==> src/rtl/uart_pkg.sv <==
// Shared definitions for the FIFO-fed UART transmitter.
//   tx_state_e : transmitter FSM states
//   tx_sel_e   : Tx_out mux select (start=00, idle/stop=01, data=10, parity=11)
//   PARITY_*   : Parity_type encodings
package uart_pkg;

    typedef enum logic [2:0] {
        ST_IDLE   = 3'd0,
        ST_START  = 3'd1,
        ST_DATA   = 3'd2,
        ST_PARITY = 3'd3,
        ST_STOP   = 3'd4
    } tx_state_e;

    typedef enum logic [1:0] {
        SEL_START  = 2'b00,
        SEL_IDLE   = 2'b01,
        SEL_DATA   = 2'b10,
        SEL_PARITY = 2'b11
    } tx_sel_e;

    localparam logic PARITY_ODD  = 1'b1;
    localparam logic PARITY_EVEN = 1'b0;

endpackage

==> src/rtl/sync_fifo.sv <==
// Single-clock FIFO with first-word fall-through read data.
//   clk, rst_n : clock, async active-low reset
//   push/wdata : write strobe and word (caller gates with ready)
//   pop        : read strobe (caller gates with !empty_c)
//   rdata_c    : head word, combinational
//   empty_c    : FIFO empty, combinational
//   ready      : registered not-full, derived from the next count
//   count      : stored words; extra bit separates full from empty
module sync_fifo #(
    parameter int unsigned DATA_WIDTH = 8,
    parameter int unsigned FIFO_DEPTH = 4
) (
    input  logic                          clk,
    input  logic                          rst_n,
    input  logic                          push,
    input  logic [DATA_WIDTH-1:0]         wdata,
    input  logic                          pop,
    output logic [DATA_WIDTH-1:0]         rdata_c,
    output logic                          empty_c,
    output logic                          ready,
    output logic [$clog2(FIFO_DEPTH):0]   count
);

    localparam int unsigned PTR_W = $clog2(FIFO_DEPTH);
    localparam int unsigned CNT_W = PTR_W + 1;

    logic [DATA_WIDTH-1:0] mem [FIFO_DEPTH];
    logic [PTR_W-1:0]      wr_ptr;
    logic [PTR_W-1:0]      rd_ptr;
    logic [CNT_W-1:0]      count_n;

    assign count_n = count + CNT_W'(push) - CNT_W'(pop);
    assign empty_c = (count == '0);
    assign rdata_c = mem[rd_ptr];

    // Storage array needs no reset; validity is tracked by count.
    always_ff @(posedge clk) begin
        if (push) begin
            mem[wr_ptr] <= wdata;
        end
    end

    // Pointers wrap naturally because the depth is a power of two.
    always_ff @(posedge clk or negedge rst_n) begin
        if (!rst_n) begin
            wr_ptr <= '0;
            rd_ptr <= '0;
            count  <= '0;
            ready  <= 1'b1;
        end else begin
            if (push) begin
                wr_ptr <= wr_ptr + PTR_W'(1);
            end
            if (pop) begin
                rd_ptr <= rd_ptr + PTR_W'(1);
            end
            count <= count_n;
            ready <= (count_n != CNT_W'(FIFO_DEPTH));
        end
    end

endmodule

==> src/rtl/uart_tx_fifo.sv <==
// FIFO-fed UART transmitter: programmable width, prescaler, parity, 1/2 stop bits.
//   CLK, Reset       : clock, async active-low reset
//   Data_valid/Data  : upstream word, accepted when Data_ready is high
//   Data_ready       : registered FIFO not-full
//   Parity_EN        : append parity bit; Parity_type 1=odd, 0=even
//   Stop2_EN         : two stop bits when set
//   Prescale         : CLK cycles per bit (0 acts as 1)
//   Tx_out           : registered serial line, idle high
//   Busy             : registered, frame in progress or FIFO non-empty
//   Fifo_count       : words currently stored
module uart_tx_fifo
    import uart_pkg::*;
#(
    parameter int unsigned DATA_WIDTH = 8,
    parameter int unsigned FIFO_DEPTH = 4,
    parameter int unsigned PRESCALE_W = 6
) (
    input  logic                          CLK,
    input  logic                          Reset,
    input  logic                          Data_valid,
    input  logic [DATA_WIDTH-1:0]         Data,
    output logic                          Data_ready,
    input  logic                          Parity_EN,
    input  logic                          Parity_type,
    input  logic                          Stop2_EN,
    input  logic [PRESCALE_W-1:0]         Prescale,
    output logic                          Tx_out,
    output logic                          Busy,
    output logic [$clog2(FIFO_DEPTH):0]   Fifo_count
);

    localparam int unsigned IDX_W = $clog2(DATA_WIDTH);

    tx_state_e               state, state_n;
    logic [PRESCALE_W-1:0]   tick_cnt, tick_n;
    logic [IDX_W-1:0]        bit_idx, idx_n;
    logic [DATA_WIDTH-1:0]   shreg, shreg_n;
    logic                    par_bit, par_bit_n;
    logic                    par_en_q, par_en_n;
    logic                    stop2_q, stop2_n;
    logic [PRESCALE_W-1:0]   pres_q, pres_n;

    logic                    push_c;
    logic                    pop_c;
    logic                    load_c;
    logic                    bit_end_c;
    logic                    empty_c;
    logic [DATA_WIDTH-1:0]   head_c;
    logic [PRESCALE_W-1:0]   pres_eff_c;
    tx_sel_e                 sel_c;

    assign push_c     = Data_valid && Data_ready;
    assign pop_c      = load_c;
    assign bit_end_c  = (tick_cnt == '0);
    assign pres_eff_c = (Prescale == '0) ? PRESCALE_W'(1) : Prescale;

    sync_fifo #(
        .DATA_WIDTH (DATA_WIDTH),
        .FIFO_DEPTH (FIFO_DEPTH)
    ) u_fifo (
        .clk     (CLK),
        .rst_n   (Reset),
        .push    (push_c),
        .wdata   (Data),
        .pop     (pop_c),
        .rdata_c (head_c),
        .empty_c (empty_c),
        .ready   (Data_ready),
        .count   (Fifo_count)
    );

    // Next-state, bit timing, shift register and mux select.
    always_comb begin
        state_n   = state;
        tick_n    = tick_cnt;
        idx_n     = bit_idx;
        shreg_n   = shreg;
        par_bit_n = par_bit;
        par_en_n  = par_en_q;
        stop2_n   = stop2_q;
        pres_n    = pres_q;
        load_c    = 1'b0;
        sel_c     = SEL_IDLE;

        case (state)
            ST_IDLE: begin
                sel_c  = SEL_IDLE;
                load_c = !empty_c;
            end
            ST_START: begin
                sel_c = SEL_START;
                if (bit_end_c) begin
                    tick_n  = pres_q - PRESCALE_W'(1);
                    idx_n   = '0;
                    state_n = ST_DATA;
                end else begin
                    tick_n = tick_cnt - PRESCALE_W'(1);
                end
            end
            ST_DATA: begin
                sel_c = SEL_DATA;
                if (bit_end_c) begin
                    tick_n  = pres_q - PRESCALE_W'(1);
                    shreg_n = shreg >> 1;
                    if (bit_idx == IDX_W'(DATA_WIDTH - 1)) begin
                        idx_n   = '0;
                        state_n = par_en_q ? ST_PARITY : ST_STOP;
                    end else begin
                        idx_n = bit_idx + IDX_W'(1);
                    end
                end else begin
                    tick_n = tick_cnt - PRESCALE_W'(1);
                end
            end
            ST_PARITY: begin
                sel_c = SEL_PARITY;
                if (bit_end_c) begin
                    tick_n  = pres_q - PRESCALE_W'(1);
                    idx_n   = '0;
                    state_n = ST_STOP;
                end else begin
                    tick_n = tick_cnt - PRESCALE_W'(1);
                end
            end
            ST_STOP: begin
                sel_c = SEL_IDLE;
                if (bit_end_c) begin
                    // bit_idx counts stop bits already completed
                    if (stop2_q && (bit_idx == '0)) begin
                        tick_n = pres_q - PRESCALE_W'(1);
                        idx_n  = IDX_W'(1);
                    end else if (!empty_c) begin
                        load_c = 1'b1;
                    end else begin
                        state_n = ST_IDLE;
                    end
                end else begin
                    tick_n = tick_cnt - PRESCALE_W'(1);
                end
            end
            default: begin
                state_n = ST_IDLE;
            end
        endcase

        // Pop the head word and freeze the frame configuration.
        if (load_c) begin
            shreg_n   = head_c;
            par_bit_n = (Parity_type == PARITY_ODD) ? ~(^head_c) : (^head_c);
            par_en_n  = Parity_EN;
            stop2_n   = Stop2_EN;
            pres_n    = pres_eff_c;
            tick_n    = pres_eff_c - PRESCALE_W'(1);
            idx_n     = '0;
            state_n   = ST_START;
        end
    end

    // State, frame registers and registered line/busy outputs.
    always_ff @(posedge CLK or negedge Reset) begin
        if (!Reset) begin
            state    <= ST_IDLE;
            tick_cnt <= '0;
            bit_idx  <= '0;
            shreg    <= '0;
            par_bit  <= 1'b0;
            par_en_q <= 1'b0;
            stop2_q  <= 1'b0;
            pres_q   <= PRESCALE_W'(1);
            Tx_out   <= 1'b1;
            Busy     <= 1'b0;
        end else begin
            state    <= state_n;
            tick_cnt <= tick_n;
            bit_idx  <= idx_n;
            shreg    <= shreg_n;
            par_bit  <= par_bit_n;
            par_en_q <= par_en_n;
            stop2_q  <= stop2_n;
            pres_q   <= pres_n;
            Busy     <= (state != ST_IDLE) || (Fifo_count != '0);
            case (sel_c)
                SEL_START:  Tx_out <= 1'b0;
                SEL_DATA:   Tx_out <= shreg[0];
                SEL_PARITY: Tx_out <= par_bit;
                default:    Tx_out <= 1'b1;
            endcase
        end
    end

endmodule

==> config.mk <==
export PLATFORM = sky130hd
export DESIGN_NAME = uart_tx_fifo
export DESIGN_NICKNAME = d
export VERILOG_FILES = /design/src/rtl/uart_pkg.sv /design/src/rtl/sync_fifo.sv /design/src/rtl/uart_tx_fifo.sv
export SDC_FILE = /design/constraint.sdc
export NUM_CORES = 1
export LEC_CHECK = 0
export CAP_MARGIN = 0
export CORE_UTILIZATION = 52
export CTS_CLUSTER_DIAMETER = 50
export DETAILED_ROUTE_END_ITERATION = 6
export HOLD_SLACK_MARGIN = 0.08
export MAX_ROUTING_LAYER = met4
export PLACE_DENSITY_LB_ADDON = 0.25
export SLEW_MARGIN = 20
export SYNTH_ARGS = -nofsm -noshare
export SYNTH_HDL_FRONTEND = slang
export SYNTH_SLANG_ARGS = --single-unit
==> constraint.sdc <==
create_clock -name CLK -period 4.2 [get_ports CLK]
set_input_delay 0.42 -clock CLK [delete_from_list [all_inputs] [get_ports CLK]]
set_output_delay 0.42 -clock CLK [all_outputs]
set_load 0.02 [all_outputs]
Word-level counts from Yosys, hierarchy flattened:

Memory sizes are Yosys's and may differ from the RTL's.
Cells that the tools add are included.

* equal/unequal tests: 19
* add/sub/neg operators: 8
* muxes and demuxes: 35
* reductions and logical operators: 23
* bitwise logic cells: 1

Operator list (number)
* 3-bit two-way mux: 15
* 6-bit two-way mux: 5
* 8-bit two-way mux: 3
* 3-bit by 2-bit != test with 1-bit output, second input constant: 8
* 6-bit by 1-bit subtractor with 6-bit output, second input constant: 3
* 3-bit one-hot mux with 5 select lines: 1
* 6-bit logical NOT: 2
* 6-bit one-hot mux with 2 select lines: 1
* 3-bit logical NOT: 3
* 3-bit one-hot mux with 3 select lines: 1
* 3-bit nonzero test: 3
* 8-bit AND reduction: 1
* 8-bit XOR reduction: 1
* 3-bit by 2-bit equality test with 1-bit output, second input constant: 2
* 3-bit equality test, second input constant: 2
* 1-bit two-way mux: 6
* 2-bit one-hot mux with 3 select lines: 1
* 5-bit AND reduction: 1
* 2-bit by 1-bit adder with 2-bit output, second input constant: 2
* 2-bit equality test, second input constant: 2
* 4-bit by 3-bit != test with 1-bit output, second input constant: 1
* 2-bit AND reduction: 2
* 2-bit nonzero test: 2
* 4-bit nonzero test: 1
* other kinds (16): 17

* logic and storage cells: 101
* output and inout port bits: 6
* memories: 1
* bits in registers: 39
* RAM bits: 32
* bits of input ports: 20

Memories
* u_fifo.mem: words 4, bits a word 8, read ports 1, clocked after memory_dff 0, write ports 1, RTL line sync_fifo.sv:27 `logic [DATA_WIDTH-1:0] mem [FIFO_DEPTH];`

Depth between registers and ports, before layout:

* depth after elaboration: 7
* depth in mapped cells: 15
* gate-level depth less buffers: 14

Modules after synthesis:

A second synthesis with hierarchy kept.

* cell total of the unflattened synthesis: 289
* area total of the unflattened synthesis: 3475.8 µm²

Modules (own cells, without submodules)
* uart_tx_fifo: sequential area each 778.2 µm², times used 1, area an instance 1900.6 µm², cells an instance 212
* sync_fifo: sequential area each 1162.4 µm², times used 1, area an instance 1575.3 µm², cells an instance 77

Worst setup path after synthesis:

No wires, ideal clock.

* path type: register -> register
* start point: reg tick_cnt[0]
* end point: reg u_fifo.ready
* arrival time: 3103 ps
* buffers on the path: 2
* required time: 4114 ps
* setup time: 86 ps
* cell stages (with the launch flop): 15
* slack: 1011 ps
* cells stage by stage: dfrtp_1 or4_1 buf_2 o41ai_4 nand2_4 clkinv_4 buf_2 ha_1 inv_1 ha_1 inv_1 fa_1 xnor2_1 xnor2_1 nand3b_1

* longest elaborated chain between the ends: 5

Ends and longest elaborated chain
* from (decl): RTL line uart_tx_fifo.sv:35 `logic [PRESCALE_W-1:0] tick_cnt, tick_n;`
* from (signal assigned): RTL line uart_tx_fifo.sv:174 `tick_cnt <= tick_n;`
* 6-bit logical NOT: RTL line uart_tx_fifo.sv:54 `assign bit_end_c = (tick_cnt == '0);`
* 1-bit two-way mux: RTL line uart_tx_fifo.sv:127 `if (bit_end_c) begin`
* 1-bit one-hot mux with 2 select lines: RTL line uart_tx_fifo.sv:85 `case (state)`
* 3-bit by 1-bit subtractor with 3-bit output: RTL line sync_fifo.sv:32 `assign count_n = count + CNT_W'(push) - CNT_W'(pop);`
* named net u_fifo.count_n[2]: RTL line sync_fifo.sv:30 `logic [CNT_W-1:0] count_n;`
* 3-bit != test: RTL line sync_fifo.sv:58 `ready <= (count_n != CNT_W'(FIFO_DEPTH));`
* to (signal assigned): RTL line sync_fifo.sv:58
* to (decl): RTL line sync_fifo.sv:20 `output logic ready,`

The timed path passes the listed nets, and every way through them passes these cells.
A chain may end at the register's enable or synchronous reset.

Worst setup path after layout:

Ends and elaborated chain as after synthesis.

==> impl_metrics.tcl <==
set metrics [dict create \
    tightest_slew_ns 0.863 \
    cts_tree "yes" \
    grt_overflow 0 \
    grt_pass1_wl_mm 10.6 \
    vias 2232 \
    final_max_slew_viol_count 0 \
    endpoint_kind "flip-flop" \
    yosys.cell_types.count 46 \
    fin_skew_ns 0.00974 \
    fin_cells 400 \
    clkLatencyLatePin_ns 0.35 \
    wirelength_mm 6.08 \
    drv_cap 0 \
    ctsRootBufferMaster "clkbuf_8" \
    async_reset_ff_share_pct 54.9 \
    drtAntennaViolNets 0 \
    io_pins 26 \
    worstPathArrival_ns 3.78 \
    grt_max_degree 40 \
    status "completed" \
    drt_iter0_markers 76 \
    antenna_found_initial 0 \
    synth_area_um2 3430 \
    crit_type "reg -> reg" \
    ir_drop_mv 0.416 \
    hold_viol 0 \
    nets 349 \
    cts_resized 0 \
    drt_pre_antenna_iters 4 \
    powerDensity_nw_per_um2 768 \
    ctsHoldBuffers 0 \
    grt_pass1_vias 2208 \
    startpoint_type "flip-flop" \
    timing.final.ws_setup_ns 0.690 \
    grt_usage_pct 20.5 \
    whs_ns 0.188 \
    rsz0062_at_grt "false" \
    place_area_um2 3710 \
    maxSlewHeadroom_pct 42.0 \
    fin_area_um2 3890 \
    hpwl_mm 4.20 \
    numCtsBuffers 9 \
    synth_ff_type "dfrtp_1" \
    layout-drive-gt1-share_pct 11.8 \
    required_ns 4.47 \
    clockBufferDepth 2 \
    num_rows 29 \
    leakage_nw 1.59 \
    cts_htree_levels 3 \
    pre_cts_slack_ns 0.689 \
    post-cts-setup-buffer-count 0 \
    wire_per_inst_um 15.2 \
    netlist_instances 295 \
    synth.avg_cell_area_um2 11.6 \
    cts.sinks 71 \
    start_util_pct 54.0 \
    hold_path_class "in -> async" \
    antennaDiodeCount 0 \
    syn_nets 326 \
    fp.dieH_um 83.2 \
    clk_pin_slew_ns 0.08 \
    ys_warn_count 0 \
    die_w_um 83.2 \
    period_share_pct 83.6 \
    place.gp.congestion 0.825 \
    yosysSeqAreaShare_pct 56.6 \
    cp_max_fo 34 \
    power.total_mw 2.99 \
    final_core_util_pct 61.3 \
    coreArea_um2 6350 \
    port-buffer-count 25 \
    via_per_inst 5.58 \
    max_freq_ghz 0.285 \
    drcViolationCount 0 \
    fin_crit_ns 3.51 \
    area_growth_pct 13.6 \
    setup_viol_count_final 0 \
    ys_ff_latch 71 \
    synth_edf_count 32 \
    setup_tns_ns 0 \
    die_area_um2 6920 \
    dpl.cell_count 384 \
]
[synthesized netlist by cell type (2+ instances only)]
cell type,n,area (µm²)
inv_1,13,48.8
dfstp_2,3,78.8
xnor2_1,16,140
mux4_2,8,180
buf_2,6,30.0
a31oi_1,2,12.5
or3_1,2,12.5
nor3_1,4,20.0
mux2_2,3,33.8
nand2_1,48,180
o21ai_0,18,90.1
edfxtp_1,32,961
a21oi_1,11,55.1
ha_1,10,125
o21ai_1,6,30.0
o21a_1,2,15.0
clkbuf_1,7,26.3
or4_1,2,15.0
xor2_1,2,17.5
and3_1,6,37.5
dfrtp_1,36,901
nor2_1,21,78.8
o31a_1,2,17.5
mux2i_1,9,90.1
nand3_1,5,25.0
[cell families after synthesis]
family          count (synthesis)  synth area share (%)
simple gates                   97                  12.8
mux                            20                  8.87
xor+xnor                       18                  4.60
fa+ha+maj                      11                  4.23
flops                          71                  56.6
buf+inv                        28                  3.65
compound gates                 50                  9.23
[worst paths after layout]
kind | start | endpoint | slack (ns) | cells past startpoint
max | tick_cnt[0] | u_fifo.ready | 0.69 | 12
max reg2reg | tick_cnt[0] | u_fifo.ready | 0.69 | 12
min reg2reg | stop2_q | stop2_q | 0.49 | 2
min in group CLK | stop2_q | stop2_q | 0.49 | 2
max in group asynchronous | Reset | state[0] | 3.47 | 1
min | Reset | tick_cnt[3] | 0.19 | 1
[worst max-delay path: stages (launching register included)]
cell and delay, ns:
dfrtp_1 0.41, or4_1 0.69, o41ai_4 0.51, nand2_4 0.26, clkinv_4 0.26, ha_1 0.27
inv_1 0.06, ha_1 0.12, inv_1 0.05, fa_1 0.37, xnor2_1 0.17, xnor2_1 0.15
nand3b_1 0.10
[per-layer routing]
| layer | track usage, % | vias to the layer above | wire, µm |
|---|---|---|---|
| li1 | - | 1085 | - |
| met2 | 30.2 | 54 | 2760 |
| met3 | 4.47 | 13 | 268 |
| met1 | 27.4 | 1080 | 2920 |
| met4 | 9.87 | 0 | 128 |
| met5 | - | - | 0 |
[final cells by class]
class	instances	area, µm²
fill	545	2460
sequential	71	1940
multi-input combinational	196	1360
timing repair buffer	26	253
clock buffer	9	124
tap	77	96.3
clock inverter	7	60.1
inverter	14	57.6
[power breakdown]
group | internal [mW] | switching, mW
Combinational | 0.598 | 0.662
Sequential | 0.988 | 0.232
Clock | 0.226 | 0.283
Total | 1.81 | 1.18
[sequential cells by signal, summed over array words and instances, names as in the netlist]
| signal | count |
|---|---|
| u_fifo.mem | 32 |
| state | 3 |
| Busy | 1 |
| u_fifo.ready | 1 |
| bit_idx | 3 |
| pres_q | 6 |
| stop2_q | 1 |
| par_en_q | 1 |
| u_fifo.wr_ptr | 2 |
| u_fifo.count | 3 |
| tick_cnt | 6 |
| par_bit | 1 |
| Tx_out | 1 |
| u_fifo.rd_ptr | 2 |
| shreg | 8 |
[placed cells by master, fill, tap and decap left out, types with 6 or more instances in the layout]
master and n:
mux2i_1 9, clkbuf_8 9, edfxtp_1 32, nand2_1 48, ha_1 10, and3_1 6, o21ai_0 18, xnor2_1 16
inv_1 13, clkdlybuf4s50_1 24, a21oi_1 11, mux4_2 8, dfrtp_1 36, nor2_1 21, o21ai_1 6
No activity file was read; power rests on OpenSTA's default activity.
